===== src/rtl/chiptune_pkg.sv =====
// Shared definitions for the chiptune register-write serial link.
package chiptune_pkg;

  localparam int unsigned CLKRATE_DEFAULT  = 1_790_000;
  localparam int unsigned BAUDRATE_DEFAULT = 9600;
  localparam int unsigned ADDR_W           = 4;
  localparam int unsigned BYTE_W           = 8;

  // High nibble that marks an address byte on the wire
  localparam logic [3:0] ADDR_TAG = 4'h8;

  typedef enum logic [1:0] {
    IDLE  = 2'd0,
    START = 2'd1,
    DATA  = 2'd2,
    STOP  = 2'd3
  } tx_state_e;

  // Clocks per bit, rounded to nearest
  function automatic int unsigned calc_divisor(input int unsigned clkrate,
                                               input int unsigned baudrate);
    return (clkrate + baudrate / 2) / baudrate;
  endfunction

endpackage


===== src/rtl/apu_reg_tx_if.sv =====
// Register-write handshake between a sequencer and the serial transmitter.
interface apu_reg_tx_if;
  import chiptune_pkg::*;

  logic              wr_valid;
  logic              wr_ready;
  logic [ADDR_W-1:0] wr_addr;
  logic [BYTE_W-1:0] wr_data;

  modport master (output wr_valid, output wr_addr, output wr_data, input wr_ready);
  modport slave  (input wr_valid, input wr_addr, input wr_data, output wr_ready);

endinterface


===== src/rtl/uart_baud_tick.sv =====
// Clearable bit-period counter; tick_c is high for the last cycle of each bit.
module uart_baud_tick #(
  parameter int unsigned DIVISOR = 186
) (
  input  logic clk,
  input  logic reset,
  input  logic clear,
  output logic tick_c
);

  localparam int unsigned CNT_W = (DIVISOR > 1) ? $clog2(DIVISOR) : 1;
  localparam logic [CNT_W-1:0] LAST = CNT_W'(DIVISOR - 1);

  logic [CNT_W-1:0] cnt;

  // Count 0..DIVISOR-1, held at zero while cleared
  always_ff @(posedge clk) begin
    if (reset || clear) begin
      cnt <= '0;
    end else if (cnt == LAST) begin
      cnt <= '0;
    end else begin
      cnt <= cnt + CNT_W'(1);
    end
  end

  assign tick_c = !clear && (cnt == LAST);

endmodule


===== src/rtl/apu_reg_tx.sv =====
// Serial transmitter for APU register writes: each write goes out as an
// address byte {ADDR_TAG, addr} followed by the data byte, 8N1, LSB first.
// Build option APU_REG_TX_TWO_STOP_EN: two stop bits per byte.
module apu_reg_tx
  import chiptune_pkg::*;
#(
  parameter int unsigned CLKRATE  = CLKRATE_DEFAULT,
  parameter int unsigned BAUDRATE = BAUDRATE_DEFAULT
) (
  input  logic             clk,
  input  logic             reset,
  apu_reg_tx_if.slave      wr,
  output logic             tx,
  output logic             busy
);

  localparam int unsigned DIVISOR  = calc_divisor(CLKRATE, BAUDRATE);
  localparam logic [2:0]  LAST_BIT = 3'd7;

  tx_state_e         state;
  logic [BYTE_W-1:0] shift;
  logic [BYTE_W-1:0] data_q;
  logic [2:0]        bit_idx;
  logic              byte_sel;
  logic              baud_clear_c;
  logic              tick_c;
  logic              stop_done_c;

`ifdef APU_REG_TX_TWO_STOP_EN
  logic              stop_cnt;
  assign stop_done_c = tick_c && stop_cnt;
`else
  assign stop_done_c = tick_c;
`endif

  // Bit timer restarts from zero on every accept so the start bit is full width
  assign baud_clear_c = (state == IDLE);

  uart_baud_tick #(
    .DIVISOR (DIVISOR)
  ) u_baud (
    .clk    (clk),
    .reset  (reset),
    .clear  (baud_clear_c),
    .tick_c (tick_c)
  );

  // Frame sequencer with registered tx/handshake outputs
  always_ff @(posedge clk) begin
    if (reset) begin
      state       <= IDLE;
      tx          <= 1'b1;
      wr.wr_ready <= 1'b1;
      busy        <= 1'b0;
      shift       <= '0;
      data_q      <= '0;
      bit_idx     <= '0;
      byte_sel    <= 1'b0;
`ifdef APU_REG_TX_TWO_STOP_EN
      stop_cnt    <= 1'b0;
`endif
    end else begin
      case (state)
        IDLE: begin
          if (wr.wr_valid && wr.wr_ready) begin
            shift       <= {ADDR_TAG, wr.wr_addr};
            data_q      <= wr.wr_data;
            byte_sel    <= 1'b0;
            state       <= START;
            tx          <= 1'b0;
            wr.wr_ready <= 1'b0;
            busy        <= 1'b1;
          end
        end
        START: begin
          if (tick_c) begin
            state   <= DATA;
            bit_idx <= '0;
            tx      <= shift[0];
          end
        end
        DATA: begin
          if (tick_c) begin
            if (bit_idx == LAST_BIT) begin
              state <= STOP;
              tx    <= 1'b1;
`ifdef APU_REG_TX_TWO_STOP_EN
              stop_cnt <= 1'b0;
`endif
            end else begin
              bit_idx <= bit_idx + 3'd1;
              shift   <= {1'b0, shift[BYTE_W-1:1]};
              tx      <= shift[1];
            end
          end
        end
        STOP: begin
`ifdef APU_REG_TX_TWO_STOP_EN
          if (tick_c) begin
            stop_cnt <= ~stop_cnt;
          end
`endif
          if (stop_done_c) begin
            if (!byte_sel) begin
              byte_sel <= 1'b1;
              shift    <= data_q;
              state    <= START;
              tx       <= 1'b0;
            end else begin
              state       <= IDLE;
              tx          <= 1'b1;
              wr.wr_ready <= 1'b1;
              busy        <= 1'b0;
            end
          end
        end
        default: begin
          state <= IDLE;
        end
      endcase
    end
  end

endmodule


===== src/flat_wrapper.sv =====
// flat-port wrapper written by rule: the top's interface ports become plain ports
module apu_reg_tx_flat import chiptune_pkg::*;
#(
  parameter int unsigned CLKRATE  = CLKRATE_DEFAULT,
  parameter int unsigned BAUDRATE = BAUDRATE_DEFAULT
)
  (clk, reset, tx, busy, wr_wr_valid, wr_wr_addr, wr_wr_data, wr_wr_ready);
  apu_reg_tx_if wr_i ();
  input  logic clk;
  input  logic reset;
  output logic tx;
  output logic busy;
  input wire logic [$bits(wr_i.wr_valid)-1:0] wr_wr_valid;
  input wire logic [$bits(wr_i.wr_addr)-1:0] wr_wr_addr;
  input wire logic [$bits(wr_i.wr_data)-1:0] wr_wr_data;
  output wire logic [$bits(wr_i.wr_ready)-1:0] wr_wr_ready;
  assign wr_i.wr_valid = wr_wr_valid;
  assign wr_i.wr_addr = wr_wr_addr;
  assign wr_i.wr_data = wr_wr_data;
  assign wr_wr_ready = wr_i.wr_ready;
  apu_reg_tx #(.CLKRATE(CLKRATE), .BAUDRATE(BAUDRATE)) u_core (.clk(clk), .reset(reset), .wr(wr_i), .tx(tx), .busy(busy));
endmodule

===== config.mk =====
export PLATFORM = sky130hd
export DESIGN_NAME = apu_reg_tx_flat
export DESIGN_NICKNAME = d
export VERILOG_FILES = /design/src/rtl/chiptune_pkg.sv /design/src/rtl/apu_reg_tx_if.sv /design/src/rtl/uart_baud_tick.sv /design/src/rtl/apu_reg_tx.sv /design/src/flat_wrapper.sv
export SDC_FILE = /design/constraint.sdc
export NUM_CORES = 1
export LEC_CHECK = 0
export ABC_AREA = 1
export BUFFER_PORTS_ARGS = -buffer_cell sky130_fd_sc_hd__buf_4
export CORE_AREA = 5 5 99 82
export CTS_BUF_LIST = sky130_fd_sc_hd__clkbuf_2 sky130_fd_sc_hd__clkbuf_4 sky130_fd_sc_hd__clkbuf_8
export DETAILED_ROUTE_END_ITERATION = 10
export DIE_AREA = 0 0 104 87
export PLACE_DENSITY_LB_ADDON = 0.12
export REMOVE_ABC_BUFFERS = 1
export SYNTH_ARGS = -nofsm -noshare
export SYNTH_HDL_FRONTEND = slang
export SYNTH_SLANG_ARGS = --single-unit
export TNS_END_PERCENT = 100

===== constraint.sdc =====
create_clock -name clk -period 2 [get_ports clk]
set_clock_uncertainty 0.05 [all_clocks]
set_input_delay 0.4 -clock clk [delete_from_list [all_inputs] [get_ports clk]]
set_output_delay 0.4 -clock clk [all_outputs]
set_load 0.01 [all_outputs]

==> PnR_summary.wiki <==
{| class="wikitable"
! Metric !! Value
|-
| Worst-Skew Late Latency || 0.28 ns
|-
| Flip-flop and latch count after synthesis || 33
|-
| Die outline area || 9050 um2
|-
| Number of enable flip-flop cells after synthesis || 0
|-
| Cell Area, Synth || 1700 um2
|-
| Syn. warnings || 0
|-
| Layout overhead on the synthesized area || 20.2%
|-
| Achievable clock frequency || 561 MHz
|-
| Number of clock sinks || 33
|-
| Relative slew margins || roughly 75%
|-
| Outcome || finished, final reports clean
|-
| Total number of vias || 1440
|-
| Top-level port count || 18
|-
| Placed Instances || between 300 and 400
|-
| Drt drc || 0
|-
| Wire per inst || 11.7 um
|-
| Total of endpoints with negative setup slack in the final report || 0
|-
| Family with the most delay on the worst path || simple AND/OR/NAND/NOR gates
|-
| Area inside the core boundary || a little over 7000 um2
|-
| Layout cell share with drive strength beyond 1 || 16.7%
|-
| Critical Path Source || u_core.state[0]$_SDFFE_PP0P_
|-
| Count of routing violations after the opening detailed-route iteration || 74
|-
| Unrepaired setup endpoints after global routing || no
|-
| Cell leakage power || 0.878 nW
|-
| Signal arrival time at the worst endpoint || 1.91 ns
|-
| Worst-case clock buffer depth || 2
|-
| Largest net degree at the start of global routing || 22
|-
| Overall track demand over capacity in global routing || 9.38%
|-
| Buffers added on ports || 17
|-
| Avg Inst Size Synth || 7.42 um2
|-
| Global-route wire length before repair || 6930 um
|-
| Maximum fanout encountered on the critical timing path || 8
|-
| Clock Tree Root || sky130_fd_sc_hd__clkbuf_8
|-
| Min cycle time layout || 1.78 ns
|-
| MaxCap Viol Count || 0
|-
| Die Y || 87 um
|-
| Top FF cell, synth || sky130_fd_sc_hd__dfxtp_1
|-
| Number of different library cells in the post-synthesis netlist || 33
|-
| Gpl congestion || 0.763
|-
| Gr ovfl total || 0
|-
| Crit-path max cell delay || 0.38 ns
|-
| H-tree Lvls || 2
|-
| Fraction of synthesis flops using an asynchronous set or reset pin || 0%
|-
| Antenna diode count || 0
|-
| Net total in the final layout || 275
|-
| Crit Path Class || reg -> reg
|-
| Ratio of routed vias to standard cells || roughly 4.2
|-
| Number of global-route vias before repair || roughly 1400
|-
| Number of detailed-route iterations in the first pass || 4
|-
| Final std cells w/o fill || 342
|-
| Worst path most repeated cell || sky130_fd_sc_hd__nand2_1
|-
| Endpoint class of the critical path || flop
|-
| Post-CTS setup repair buffer count || 0
|-
| Power density over the cells || 1290 nW/um2
|-
| Number of antenna violations at the first check in global routing || 0
|-
| Chip Width || between 100 and 150 um
|-
| DPL Wire Length || 2980 um
|-
| Final wirelength || between 3000 and 4000 um
|-
| Hold buffer count at cts || 0
|-
| Worst IR Drop VDD || 0.000542 V
|-
| Hold Path Class || in -> reg
|-
| Worst-margin pin slew || 0.370 ns
|-
| CTS tree || done
|-
| Total negative slack || 0 ns
|-
| Kind of start point of the critical path || flop
|-
| Cell-by-cell listing of the critical path || inv_1 -> ha_1 -> nand2_1 -> nand2_1 -> nor2_1 -> inv_1 -> a21oi_4 -> nand3_1 -> nand2_1 -> nor2_1
|-
| Synthesized netlist cell count || around 230
|-
| Hold Path Origin || reset
|-
| Number of placement rows || 28
|-
| Share of the clock period used by the worst path after layout || 89.2%
|-
| Most common library cell in the layout ignoring fill and taps || sky130_fd_sc_hd__nand2_1
|-
| Reg2reg start || u_core.state[0]$_SDFFE_PP0P_
|-
| Final-report hold violation count || 0
|-
| Slowest CP cell || sky130_fd_sc_hd__dfxtp_2
|-
| Slew Limit Fails || 0
|-
| Cts bufs inserted || 5
|-
| Clock transition at the register clock pins on the worst setup and hold paths after CTS || 0.07 ns
|-
| Sequential area share after synthesis || 38.9%
|-
| WP buf/inv || 2
|-
| Initial standard-cell utilization of the core || 23.8%
|-
| Worst Path Required || 2.13 ns
|-
| ANT nets after route || 0
|-
| Highest-count cells in the layout ignoring fill and taps || sky130_fd_sc_hd__nand2_1, sky130_fd_sc_hd__dfxtp_1, sky130_fd_sc_hd__nor2_1
|}
## Yosys cell counts (2+ instances only)
cell | number | area share [%]
sky130_fd_sc_hd__a21oi_1 | 20 | 5.9
sky130_fd_sc_hd__clkbuf_1 | 2 | 0.44
sky130_fd_sc_hd__dfxtp_1 | 33 | 39
sky130_fd_sc_hd__ha_1 | 9 | 6.6
sky130_fd_sc_hd__inv_1 | 25 | 5.5
sky130_fd_sc_hd__nand2_1 | 43 | 9.5
sky130_fd_sc_hd__nand2_2 | 2 | 0.74
sky130_fd_sc_hd__nand3_1 | 18 | 5.3
sky130_fd_sc_hd__nand4_1 | 2 | 0.74
sky130_fd_sc_hd__nor2_1 | 31 | 6.8
sky130_fd_sc_hd__nor3_1 | 3 | 0.88
sky130_fd_sc_hd__nor3b_1 | 2 | 0.88
sky130_fd_sc_hd__o21ai_0 | 19 | 5.6
## cell families (layout without fill, tap and decap cells)
logic type | after synthesis | in the layout | synth area share (%)
adders and majority gates | 9 | 9 | 6.63
DFF | 33 | 33 | 38.9
buffers and inverters | 32 | 55 | 8.69
and+or+nand+nor | 111 | 111 | 31.4
xor gates and xnor gates | 1 | 1 | 0.516
AOI/OAI and AO/OA | 43 | 43 | 13.8
## flip-flops by register name (all words and copies together), names as in the netlist
register,flops
u_core.shift,8
u_core.byte_sel,1
u_core.state,2
u_core.busy,1
u_core.wr.wr_ready,1
u_core.u_baud.cnt,8
u_core.data_q,8
u_core.tx,1
u_core.bit_idx,3
## power breakdown
part	internal, W	switching [W]	total (W)
Combinational	0.000382	0.000650	0.00103
Sequential	0.000827	0.000101	0.000928
Clock	0.000420	0.000252	0.000672
Total	0.00163	0.00100	0.00263
## area by class of cell
| cell class | count | area, um2 |
|---|---|---|
| fill | 811 | 5100 |
| multi-input combinational | 164 | 891 |
| sequential | 33 | 662 |
| timing repair buffer | 20 | 150 |
| tap | 90 | 113 |
| inverter | 27 | 106 |
| clock buffer | 7 | 90.1 |
| clock inverter | 1 | 30.0 |
## timing repair
action,4_1_cts,5_1_grt
hold endpoints to repair,0,0
endpoints found under the setup margin,0,8
gates resized for setup,0,2
## worst reg2reg max path, cell delays in order (launching register included)
cell,delay (ns)
sky130_fd_sc_hd__dfxtp_2,0.38
sky130_fd_sc_hd__inv_1,0.09
sky130_fd_sc_hd__ha_1,0.29
sky130_fd_sc_hd__nand2_1,0.11
sky130_fd_sc_hd__nand2_1,0.07
sky130_fd_sc_hd__nor2_1,0.12
sky130_fd_sc_hd__inv_1,0.09
sky130_fd_sc_hd__a21oi_4,0.24
sky130_fd_sc_hd__nand3_1,0.13
sky130_fd_sc_hd__nand2_1,0.07
sky130_fd_sc_hd__nor2_1,0.04
## through the flow
stage | total power, W | cell area (um2) | util, % | hold WS, ns | setup slack [ns]
floorplan | 0.00167 | 1660 | - | 0.376 | 0.285
global placement | 0.00199 | 1920 | 26.9 | 0.398 | 0.173
detailed placement | 0.00198 | 1920 | 26.9 | 0.400 | 0.169
CTS | 0.00266 | 2040 | 28.6 | 0.248 | 0.139
global route | 0.00286 | 2040 | 28.6 | 0.246 | 0.0880
finish | 0.00263 | 2040 | 28.6 | 0.249 | 0.216
## path summary, 6_finish.rpt
path	to	slack, ns	cells after the start
setup / recovery	u_core.shift[6]$_SDFFE_PP0P_	0.22	10
hold / removal	u_core.state[0]$_SDFFE_PP0P_	0.25	2
setup reg to reg	u_core.shift[6]$_SDFFE_PP0P_	0.22	10
hold reg to reg	u_core.data_q[5]$_SDFFE_PP0P_	0.40	2
## metal layers
metal  global-route usage (%)  wire (um)
met3                     2.45        162
met1                     14.2       2260
met2                     12.5       1520
met5                        0          0
met4                     3.53         49
(Power assumes the default switching activity.)
